<file path="config.mk">
export PLATFORM = sky130hd
export DESIGN_NAME = api_tx_arb
export DESIGN_NICKNAME = d
export VERILOG_FILES = /design/src/rtl/api_tx_arb.sv
export SDC_FILE = /design/constraint.sdc
export NUM_CORES = 1
export LEC_CHECK = 0
export ABC_AREA = 1
export BUFFER_PORTS_ARGS = -buffer_cell sky130_fd_sc_hd__clkbuf_2
export CAP_MARGIN = 20
export CORE_ASPECT_RATIO = 1.4
export CORE_UTILIZATION = 39
export CTS_CLUSTER_DIAMETER = 80
export DETAILED_ROUTE_END_ITERATION = 10
export PLACE_DENSITY = 0.79
export SLEW_MARGIN = 0
export SYNTH_ARGS = -nofsm -noshare
export SYNTH_HDL_FRONTEND = slang
export SYNTH_SLANG_ARGS = --single-unit
</file>
<file path="constraint.sdc">
create_clock -name clk -period 1.3 [get_ports clk]
set_input_delay 0.13 -clock clk [delete_from_list [all_inputs] [get_ports clk]]
set_output_delay 0.13 -clock clk [all_outputs]
set_load 0.05 [all_outputs]
</file>
<file path="src/rtl/api_tx_arb.sv">
// Packet-atomic arbiter sharing the API tx FIFO write port between two work sources.
// Optional per-source packet counters: define API_TX_ARB_STAT_EN.
module api_tx_arb #(
    parameter int WORK_LEN      = 23,
    parameter int TX_FIFO_DEPTH = 512,
    parameter int CNT_W         = 10
) (
    input  logic             clk,
    input  logic             rst_n,
    input  logic [1:0]       reg_src_en,
    input  logic             reg_strict,
    input  logic [CNT_W-1:0] src0_count,
    output logic             src0_rd_en,
    input  logic [31:0]      src0_dout,
    input  logic [CNT_W-1:0] src1_count,
    output logic             src1_rd_en,
    input  logic [31:0]      src1_dout,
    input  logic [CNT_W-1:0] tx_fifo_data_count,
    output logic             tx_fifo_wr_en,
    output logic [31:0]      tx_fifo_din,
    output logic             busy,
`ifdef API_TX_ARB_STAT_EN
    input  logic             stat_clr,
    output logic [15:0]      pkt_cnt0,
    output logic [15:0]      pkt_cnt1,
`endif
    output logic             cur_src
);

    localparam int WCW = $clog2(WORK_LEN + 1);
    localparam logic [WCW-1:0]   LAST_WORD = WCW'(WORK_LEN - 1);
    localparam logic [CNT_W:0]   DEPTH_W   = (CNT_W + 1)'(TX_FIFO_DEPTH);
    localparam logic [CNT_W:0]   LEN_W     = (CNT_W + 1)'(WORK_LEN);

    typedef enum logic [1:0] {IDLE, XFER, GAP} state_t;

    state_t         state, state_nx;
    logic [WCW-1:0] word_cnt, word_cnt_nx;
    logic           gap_cnt, gap_cnt_nx;
    logic           rr_ptr, rr_nx;
    logic           cur_nx;
    logic           last_pop;
    logic           xfer;
    logic           src0_ok, src1_ok, space_ok, winner;
    logic [CNT_W:0] fill, space;

    // An overfull count (above depth) must read as "no space", not wrap to a large value.
    assign fill     = {1'b0, tx_fifo_data_count};
    assign space    = DEPTH_W - fill;
    assign space_ok = (fill <= DEPTH_W) && (space >= LEN_W);

    assign src0_ok = reg_src_en[0] && (src0_count >= CNT_W'(WORK_LEN));
    assign src1_ok = reg_src_en[1] && (src1_count >= CNT_W'(WORK_LEN));

    always_comb begin
        if (reg_strict || !rr_ptr) winner = !src0_ok;
        else                       winner = src1_ok;
    end

    always_ff @(posedge clk or negedge rst_n) begin
        if (!rst_n) begin
            state    <= IDLE;
            word_cnt <= '0;
            gap_cnt  <= 1'b0;
            rr_ptr   <= 1'b0;
            cur_src  <= 1'b0;
        end else begin
            state    <= state_nx;
            word_cnt <= word_cnt_nx;
            gap_cnt  <= gap_cnt_nx;
            rr_ptr   <= rr_nx;
            cur_src  <= cur_nx;
        end
    end

    always_comb begin
        state_nx    = state;
        word_cnt_nx = word_cnt;
        gap_cnt_nx  = gap_cnt;
        rr_nx       = rr_ptr;
        cur_nx      = cur_src;
        last_pop    = 1'b0;
        case (state)
            IDLE: begin
                if (space_ok && (src0_ok || src1_ok)) begin
                    state_nx    = XFER;
                    cur_nx      = winner;
                    word_cnt_nx = '0;
                    rr_nx       = ~winner;
                end
            end
            XFER: begin
                word_cnt_nx = word_cnt + 1'b1;
                if (word_cnt == LAST_WORD) begin
                    state_nx   = GAP;
                    gap_cnt_nx = 1'b0;
                    last_pop   = 1'b1;
                end
            end
            GAP: begin
                gap_cnt_nx = 1'b1;
                if (gap_cnt) state_nx = IDLE;
            end
            default: state_nx = IDLE;
        endcase
    end

    assign xfer       = (state == XFER);
    assign src0_rd_en = xfer && !cur_src;
    assign src1_rd_en = xfer &&  cur_src;
    assign busy       = (state != IDLE);

    // FWFT head word is valid alongside rd_en, so register it straight into the tx FIFO.
    always_ff @(posedge clk or negedge rst_n) begin
        if (!rst_n) begin
            tx_fifo_wr_en <= 1'b0;
            tx_fifo_din   <= '0;
        end else begin
            tx_fifo_wr_en <= xfer;
            if (xfer) tx_fifo_din <= cur_src ? src1_dout : src0_dout;
        end
    end

`ifdef API_TX_ARB_STAT_EN
    always_ff @(posedge clk or negedge rst_n) begin
        if (!rst_n) begin
            pkt_cnt0 <= '0;
            pkt_cnt1 <= '0;
        end else if (stat_clr) begin
            pkt_cnt0 <= '0;
            pkt_cnt1 <= '0;
        end else if (last_pop) begin
            if (cur_src) pkt_cnt1 <= pkt_cnt1 + 16'd1;
            else         pkt_cnt0 <= pkt_cnt0 + 16'd1;
        end
    end
`endif

endmodule

</file>
# Yosys cells after proc, flatten, opt, wreduce, memory -nomap -nowiden
# Index checks and enable logic that the tools add are counted.
[word_totals]
register_bits = 43
latchBits = 0
mem_bits_rw = 0
romBits = 0
in_bits = 99
output_inout_bits = 37
elab_cells = 49
memories = 0
[op_classes]
addsub = 2
mul = 0
n_div = 0
order_cmp = 4
n_eq_ne = 6
n_shift = 0
n_mux = 10
n_bitwise = 1
reduce_logical = 19
[ops]
columns = ["cell", "count"]
rows = [
  ["2-to-1 mux 32 bit", 1],
  ["greater-or-equal comparator 10 x 5 -> 1 bit (second input constant)", 2],
  ["greater-or-equal comparator 11 x 5 -> 1 bit (second input constant)", 1],
  ["subtractor 10 x 10 -> 11 bit (first input constant)", 1],
  ["less-or-equal comparator 10 bit (second input constant)", 1],
  ["case mux 5 bit (2 select lines)", 1],
  ["logical AND 1 bit", 6],
  ["2-to-1 mux 2 bit", 3],
  ["case mux 2 bit (3 select lines)", 1],
  ["AND reduction 2 bit", 3],
  ["nonzero test 2 bit", 3],
  ["adder 5 x 1 -> 5 bit (second input constant)", 1],
  ["equality test 5 bit (second input constant)", 1],
  ["2-to-1 mux 5 bit", 1],
  ["!= test 2 bit (second input constant)", 2],
  ["zero test 1 bit", 3],
  ["AND reduction 3 bit", 1],
  ["equality test 2 x 1 -> 1 bit (second input constant)", 1],
  ["equality test 2 bit (second input constant)", 1],
  ["zero test 2 bit", 1],
  ["logical OR 1 bit", 2],
  ["2-to-1 mux 1 bit", 2],
  ["!= test 2 x 1 -> 1 bit (second input constant)", 1],
  ["case mux 1 bit (2 select lines)", 1],
  ["NOT 1 bit", 1],
]

# Depth between registers and ports, before layout
# Gate-level depths: netlist of the first run.
[logic_depth]
word_depth = 6
ltp_mapped = 14
mapped_depth_nobuf = 14

# Least setup slack after synthesis of the first run
# OpenSTA, ideal clock, no wires.
[synth_timing]
path_type = "register to register"
from = "reg cur_src"
to = "reg tx_fifo_din[16]"
setup_ps = 69
arrival_ps = 1370
required_time_ps = 1231
slack_ps = -138
stages_incl_launch_ff = 6
path_buffers = 1
period_less_slack_ps = 1438
path_cell_list = "dfrtp_1 nand2_1 inv_1 buf_2 nand2_1 nand3_1"
[synth_between]
elab_chain_len = 1
[synth_rtl]
columns = ["item", "line", "rtl"]
rows = [
  ["from (decl)", "27", "output logic cur_src"],
  ["from (signal assigned)", "72", "cur_src <= cur_nx;"],
  ["2-to-1 mux 32 bit", "120", "if (xfer) tx_fifo_din <= cur_src ? src1_dout : src0_dout;"],
  ["to (signal assigned)", "120", ""],
  ["to (decl)", "20", "output logic [31:0] tx_fifo_din,"],
]
# Every way passes these cells.
# A chain may end at the register's enable or synchronous reset.

# Worst setup path in the final report of the first run
[layout_timing]
from = "reg state[1]"
to = "out src0_rd_en"
[layout_between]
elab_chain_len = 2
[layout_rtl]
columns = ["item", "line", "rtl"]
rows = [
  ["from (decl)", "37", "state_t state, state_nx;"],
  ["from (signal assigned)", "68", "state <= state_nx;"],
  ["equality test 2 x 1 -> 1 bit", "108", "assign xfer = (state == XFER);"],
  ["logical AND 1 bit", "109", "assign src0_rd_en = xfer && !cur_src;"],
  ["to (decl)", "13", "output logic src0_rd_en,"],
]
# Every way passes these cells.

==> flow_metrics.tcl, run 1 <==
set metrics [dict create \
    io_buffers 135 \
    fin_skew_ns 0.00611 \
    final_common_cell "clkbuf_2" \
    cp_slowest_cell "dfrtp_1" \
    synthSimpleGateAreaFrac_pct 41.9 \
    vias_per_cell 4.90 \
    grt_max_degree 44 \
    yosysUniqueCellTypes 23 \
    overflow 0 \
    drv_cap 0 \
    rrSetupSlack_ns -0.12 \
    place_ws_ns -0.222 \
    period_minus_slack_ns 1.42 \
    die_h_um 93.1 \
    ant_nets 0 \
    wl_per_cell_um 12.8 \
    pin_count 136 \
    dp_hpwl_mm 4.82 \
    criticalPathCategory "reg -> out" \
    areaGrowthSynthToFinish_pct 59.2 \
    antenna_found_initial 0 \
    clock_latency_ns 0.28 \
    reg2reg_depth 7 \
    critPathCapture "src0_rd_en" \
    relSlewSlack_pct 79.7 \
    p_switching_uw 4840 \
    arrival_ns 1.29 \
    clock_sinks 43 \
    cp.depth 5 \
    synthAdderAreaFrac_pct 2.17 \
    diodes 0 \
    cts_buffers 5 \
    min_path_type "in -> reg" \
    totalWireLength_mm 7.10 \
    place_inst 529 \
    grt_util_all_layers_pct 21.4 \
    core_um2 5610 \
    start_util_pct 41.2 \
    post_synth.cell_area_avg_um2 7.22 \
    rows 32 \
    synth_cells 320 \
    seq_area_frac_synth_pct 46.6 \
    mostFrequentLayoutCells "clkbuf_2 (132), nand2_1 (130), nand3_1 (47)" \
    gp_congestion 0.779 \
    cts_root_buffer "clkbuf_8" \
    sw_frac_of_total_pct 51.9 \
    fin_cells 554 \
    cts_max_level 2 \
    required_ns 1.17 \
    die_width_um 67.1 \
    cellPowerDensity_nw_per_um2 2530 \
    finalHoldViolCount 0 \
    grt_pass1_wl_mm 10.4 \
    worstMarginPinSlew_ns 0.306 \
    drv_slew 0 \
    leakagePower_uw 0.00204 \
    synth.net_count 423 \
    holdWs_ns 0.0428 \
    synthMuxAreaShare_pct 0 \
    first_pass_iters 4 \
    crit-reg2reg-launch "state[1]" \
    status "finished, violations left" \
    reg2reg_to "word_cnt[1]" \
    p_comb_share_pct 64.5 \
    clkTransAtPathRegs_ns 0.08 \
    finalSetupViolations 40 \
    drive_above_1_share_pct 45.1 \
    vias 2717 \
    ys_warn_count 0 \
    synth_compound_area_share_pct 3.36 \
    first_iter_violations 92 \
    clockBufferDepth 2 \
    timing.fmax_ghz 0.703 \
    design_area_um2 3680 \
    crit_fanout 4 \
    die_area_um2 6240 \
    power_frac_seq_pct 26.4 \
    cp_cell_sequence "nor2_4 -> inv_2 -> nor2_4 -> buf_12 -> buf_12" \
    rsz0062_at_grt "yes" \
    clockPowerShare_pct 9.0 \
    cp_slowest_stage_delay_ns 0.41 \
    violations "setup timing" \
    cp_top_family "flip-flops" \
    placed_area_um2 3200 \
    min_path_cells 3 \
    setup_slack_ns -0.122 \
    drc 0 \
    period_share_pct 109 \
    cp_num_buf_inv 3 \
    timing.critical_path.from "state[1]" \
    crit_path_end_kind "primary output" \
    intPower_uw 4480 \
    grt_pass1_vias 2523 \
    synth_top_family_by_area "simple AND/OR/NAND/NOR gates" \
    synthesis.area_um2 2310 \
    synth-xor-area-share_pct 0 \
    ys_seq_elements 43 \
    cts_tree "done" \
    start_kind "register" \
    ir_drop_v 0.00123 \
    layout.nets 589 \
]
repair_timing:
action | CTS | global route
cloned | 2 | 4
gates resized for setup | 10 | 44
hold endpoints to repair | 43 | 0
setup endpoints to repair | 30 | 45
buffers inserted | 8 | 3
hold buffers | 1 | 0
pin swaps | 2 | 16
layout make-up:
cell class / count / area (um2)
clock buffer: 6 / 82.6
clock inverter: 1 / 5.00
fill: 485 / 1930
inverter: 25 / 93.8
multi-input combinational: 243 / 1220
sequential: 43 / 1080
tap: 68 / 85.1
timing repair buffer: 168 / 1120
cells by family (layout without fill, tap and decap cells):
family / count (synthesis) / after routing
simple gates: 225 / 226
buf+inv: 35 / 200
flops: 43 / 43
compound gates: 13 / 13
fa+ha+maj: 4 / 4
flip-flops by register name, summed over array words and instances, names as in the netlist:
signal,count
cur_src,1
gap_cnt,1
rr_ptr,1
state,2
tx_fifo_din,32
tx_fifo_wr_en,1
word_cnt,5
metrics by stage:
| stage | setup TNS, ns | power [uW] | utilization [%] |
|---|---|---|---|
| final | -1.74 | 9320 | 65.6 |
| after global routing | -4.15 | 9860 | 65.6 |
| after global placement | -1.13 | 7280 | 57.1 |
| after detailed placement | -2.21 | 7360 | 57.1 |
| after floorplan | 0 | 5900 | - |
| after CTS | -0.805 | 8740 | 61.6 |
cell usage after synthesis, drive strengths merged:
cell	instances	area, um2
a21oi	4	23.8
a31o	1	8.76
and2	1	8.76
buf	7	35.0
clkbuf	3	11.3
dfrtp	43	1080
ha	4	50.1
inv	25	93.8
nand2	144	551
nand3	51	255
nand4	3	18.8
nor2	23	115
o21ai	7	38.8
o22ai	1	6.26
or2	3	18.8
worst min-delay path by stage:
stage	from	endpoint	slack (ns)
floorplan	rst_n	cur_src	-0.17
global placement	rst_n	tx_fifo_din[31]	0.12
detailed placement	rst_n	tx_fifo_din[15]	0.13
CTS	src0_dout[31]	tx_fifo_din[31]	0.04
global route	src0_dout[0]	tx_fifo_din[0]	0.04
finish	src0_dout[24]	tx_fifo_din[24]	0.04
power by group through the flow:
| stage | Clock, uW | Sequential [uW] | Combinational [uW] |
|---|---|---|---|
| finish | 840 | 2470 | 6020 |
| global route | 927 | 2530 | 6400 |
| CTS | 864 | 2400 | 5480 |
| detailed placement | 0 | 2410 | 4950 |
| global placement | 0 | 2390 | 4890 |
| floorplan | 0 | 4240 | 1660 |
tightest hold or removal path: stages:
cell and delay (ns):
clkbuf_2 0.07, nand2_1 0.04, nand3_1 0.05
routing by layer:
metal	wire [um]	vias to the layer above	global-route usage (%)	share of wire, %
met1	2610	1271	20.8	37
met5	0	-	0	0
met3	295	12	3.54	4.2
met4	154	0	8.69	2.2
li1	-	1341	-	-
met2	4040	93	42.1	57
Power figures use the tool's default switching activity.
==> run 2, diff against run 1 <==
- CORE_MARGIN: not set -> 3
- CORE_UTILIZATION: 39 -> 45
- PLACE_DENSITY: 0.79 -> 0.85
- clock period: 1.3 -> 1.8 ns (I/O delays scaled with it)
==> flow_metrics.tcl, run 2 (same netlist as run 1, synthesis figures left out) <==
set metrics [dict create \
    power_frac_seq_pct 29.4 \
    drc 0 \
    arrival_ns 1.46 \
    period_share_pct 91.4 \
    clockPowerShare_pct 9.8 \
    pin_count 136 \
    vias 2546 \
    p_switching_uw 3170 \
    largest_reg_flops 32 \
    vias_per_cell 4.84 \
    cts_buffers 5 \
    dp_hpwl_mm 5.07 \
    finalHoldViolCount 0 \
    place_inst 517 \
    largest_register "tx_fifo_din" \
    cp_top_family "flip-flops" \
    final_common_cell "nand2_1" \
    io_buffers 135 \
    die_area_um2 6040 \
    fin_skew_ns 0.00515 \
    cts_max_level 2 \
    clock_sinks 43 \
    intPower_uw 2690 \
    cellPowerDensity_nw_per_um2 1810 \
    place_ws_ns 0.193 \
    setup_slack_ns 0.155 \
    cp_slowest_cell "dfrtp_1" \
    status "finished clean" \
    min_path_type "in -> reg" \
    overflow 0 \
    cts_root_buffer "clkbuf_8" \
    first_iter_violations 112 \
    cts_tree "done" \
    mostFrequentLayoutCells "nand2_1 (142), clkbuf_2 (133), nand3_1 (51)" \
    clock_latency_ns 0.28 \
    power_uw 5860 \
    gp_congestion 0.832 \
    start_kind "register" \
    clkTransAtPathRegs_ns 0.08 \
    totalWireLength_mm 6.14 \
    criticalPathCategory "reg -> out" \
    cp_cell_sequence "nor2_4 -> inv_2 -> nor2_2 -> buf_12 -> buf_12" \
    placed_area_um2 3140 \
    first_pass_iters 4 \
    relSlewSlack_pct 72.4 \
    reg_top3 "tx_fifo_din x32, word_cnt x5, state x2" \
    grt_max_degree 30 \
    cp_slowest_stage_delay_ns 0.42 \
    grt_pass1_wl_mm 10.3 \
    timing.fmax_ghz 0.608 \
    drv_cap 0 \
    p_comb_share_pct 60.8 \
    crit_fanout 21 \
    layout.nets 564 \
    drv_slew 0 \
    worstMarginPinSlew_ns 0.414 \
    rsz0062_at_grt "no" \
    leakagePower_uw 0.00185 \
    rows 30 \
    ir_drop_v 0.00103 \
    fin_cells 526 \
    crit_path_end_kind "primary output" \
    cp_common_cell "buf_12" \
    ant_nets 0 \
    period_minus_slack_ns 1.64 \
    design_area_um2 3240 \
    die_width_um 66.6 \
    drive_above_1_share_pct 35.9 \
    antenna_found_initial 0 \
    finalSetupViolations 0 \
    core_um2 4920 \
    diodes 0 \
    cts_setup_buffers 0 \
    areaGrowthSynthToFinish_pct 40.0 \
    die_h_um 90.8 \
    wl_per_cell_um 11.7 \
    cp_num_buf_inv 3 \
    start_util_pct 47.0 \
    required_ns 1.62 \
    sw_frac_of_total_pct 54.1 \
    fin_tns_setup_ns 0 \
    grt_util_all_layers_pct 21.1 \
    clockBufferDepth 2 \
    grt_pass1_vias 2565 \
]
==> run 2: cell types whose count changed in the layout (fill, tap and decap cells not counted), moves of 3 or more <==
cell	delta
buf_4	-13
buf_6	-3
buf_8	-3
inv_1	+4
inv_2	-4
nand2_1	+12
nand2_2	-13
nand3_1	+4
nand3_2	-3
o21ai_0	+3
==> run 2: final timing paths <==
check | from | end | slack (ns) | depth (start not counted)
hold reg to reg | gap_cnt | state[1] | 0.48 | 1
hold / removal | src0_dout[9] | tx_fifo_din[9] | 0.09 | 3
max in group asynchronous | rst_n | cur_src | 0.89 | 3
min in group asynchronous | rst_n | tx_fifo_din[31] | 0.35 | 2
setup / recovery | state[1] | src0_rd_en | 0.16 | 5
setup reg to reg | state[1] | word_cnt[1] | 0.52 | 5
==> run 2: stage by stage <==
stage	utilization (%)	hold WS, ns
2_1_floorplan	-	-0.116
3_3_place_gp	63.8	0.129
3_5_place_dp	63.8	0.133
4_1_cts	65.7	0.0839
5_1_grt	65.8	0.0990
6_report	65.8	0.0943
==> run 2: power groups by stage <==
stage | logic, uW | registers (uW) | clock network, uW
detailed placement | 3580 | 1740 | 0
global route | 3850 | 1790 | 638
finish | 3560 | 1720 | 574
floorplan | 1190 | 3060 | 0
global placement | 3510 | 1730 | 0
CTS | 3590 | 1720 | 603
==> run 2: layout make-up <==
type	instances	area (um2)
Multi-Input combinational cell	242	1100
Sequential cell	43	1080
Clock buffer	6	72.6
Timing Repair Buffer	144	801
Fill cell	443	1680
Tap cell	64	80.1
Inverter	25	93.8
Clock inverter	2	12.5
==> run 2: worst reg2reg max path: stages, from the launching register on <==
cell     delay (ns)
dfrtp_1        0.42
nor2_4         0.21
inv_2          0.07
buf_4          0.18
or2_2          0.28
nand2_1        0.07
==> run 2: timing repair <==
item,CTS,global route
gates resized for setup,0,1
endpoints found under the setup margin,0,1
endpoints found under the hold margin,15,0
hold buffers,1,0
==> run 2: layer usage <==
metal  up-vias  GRT usage [%]  wire length (um)
li1       1294              -                 -
met1      1150           21.6              2300
met2        90           41.2              3430
met3        12           2.62               260
met4         0           7.97               144
met5         -              0                 0
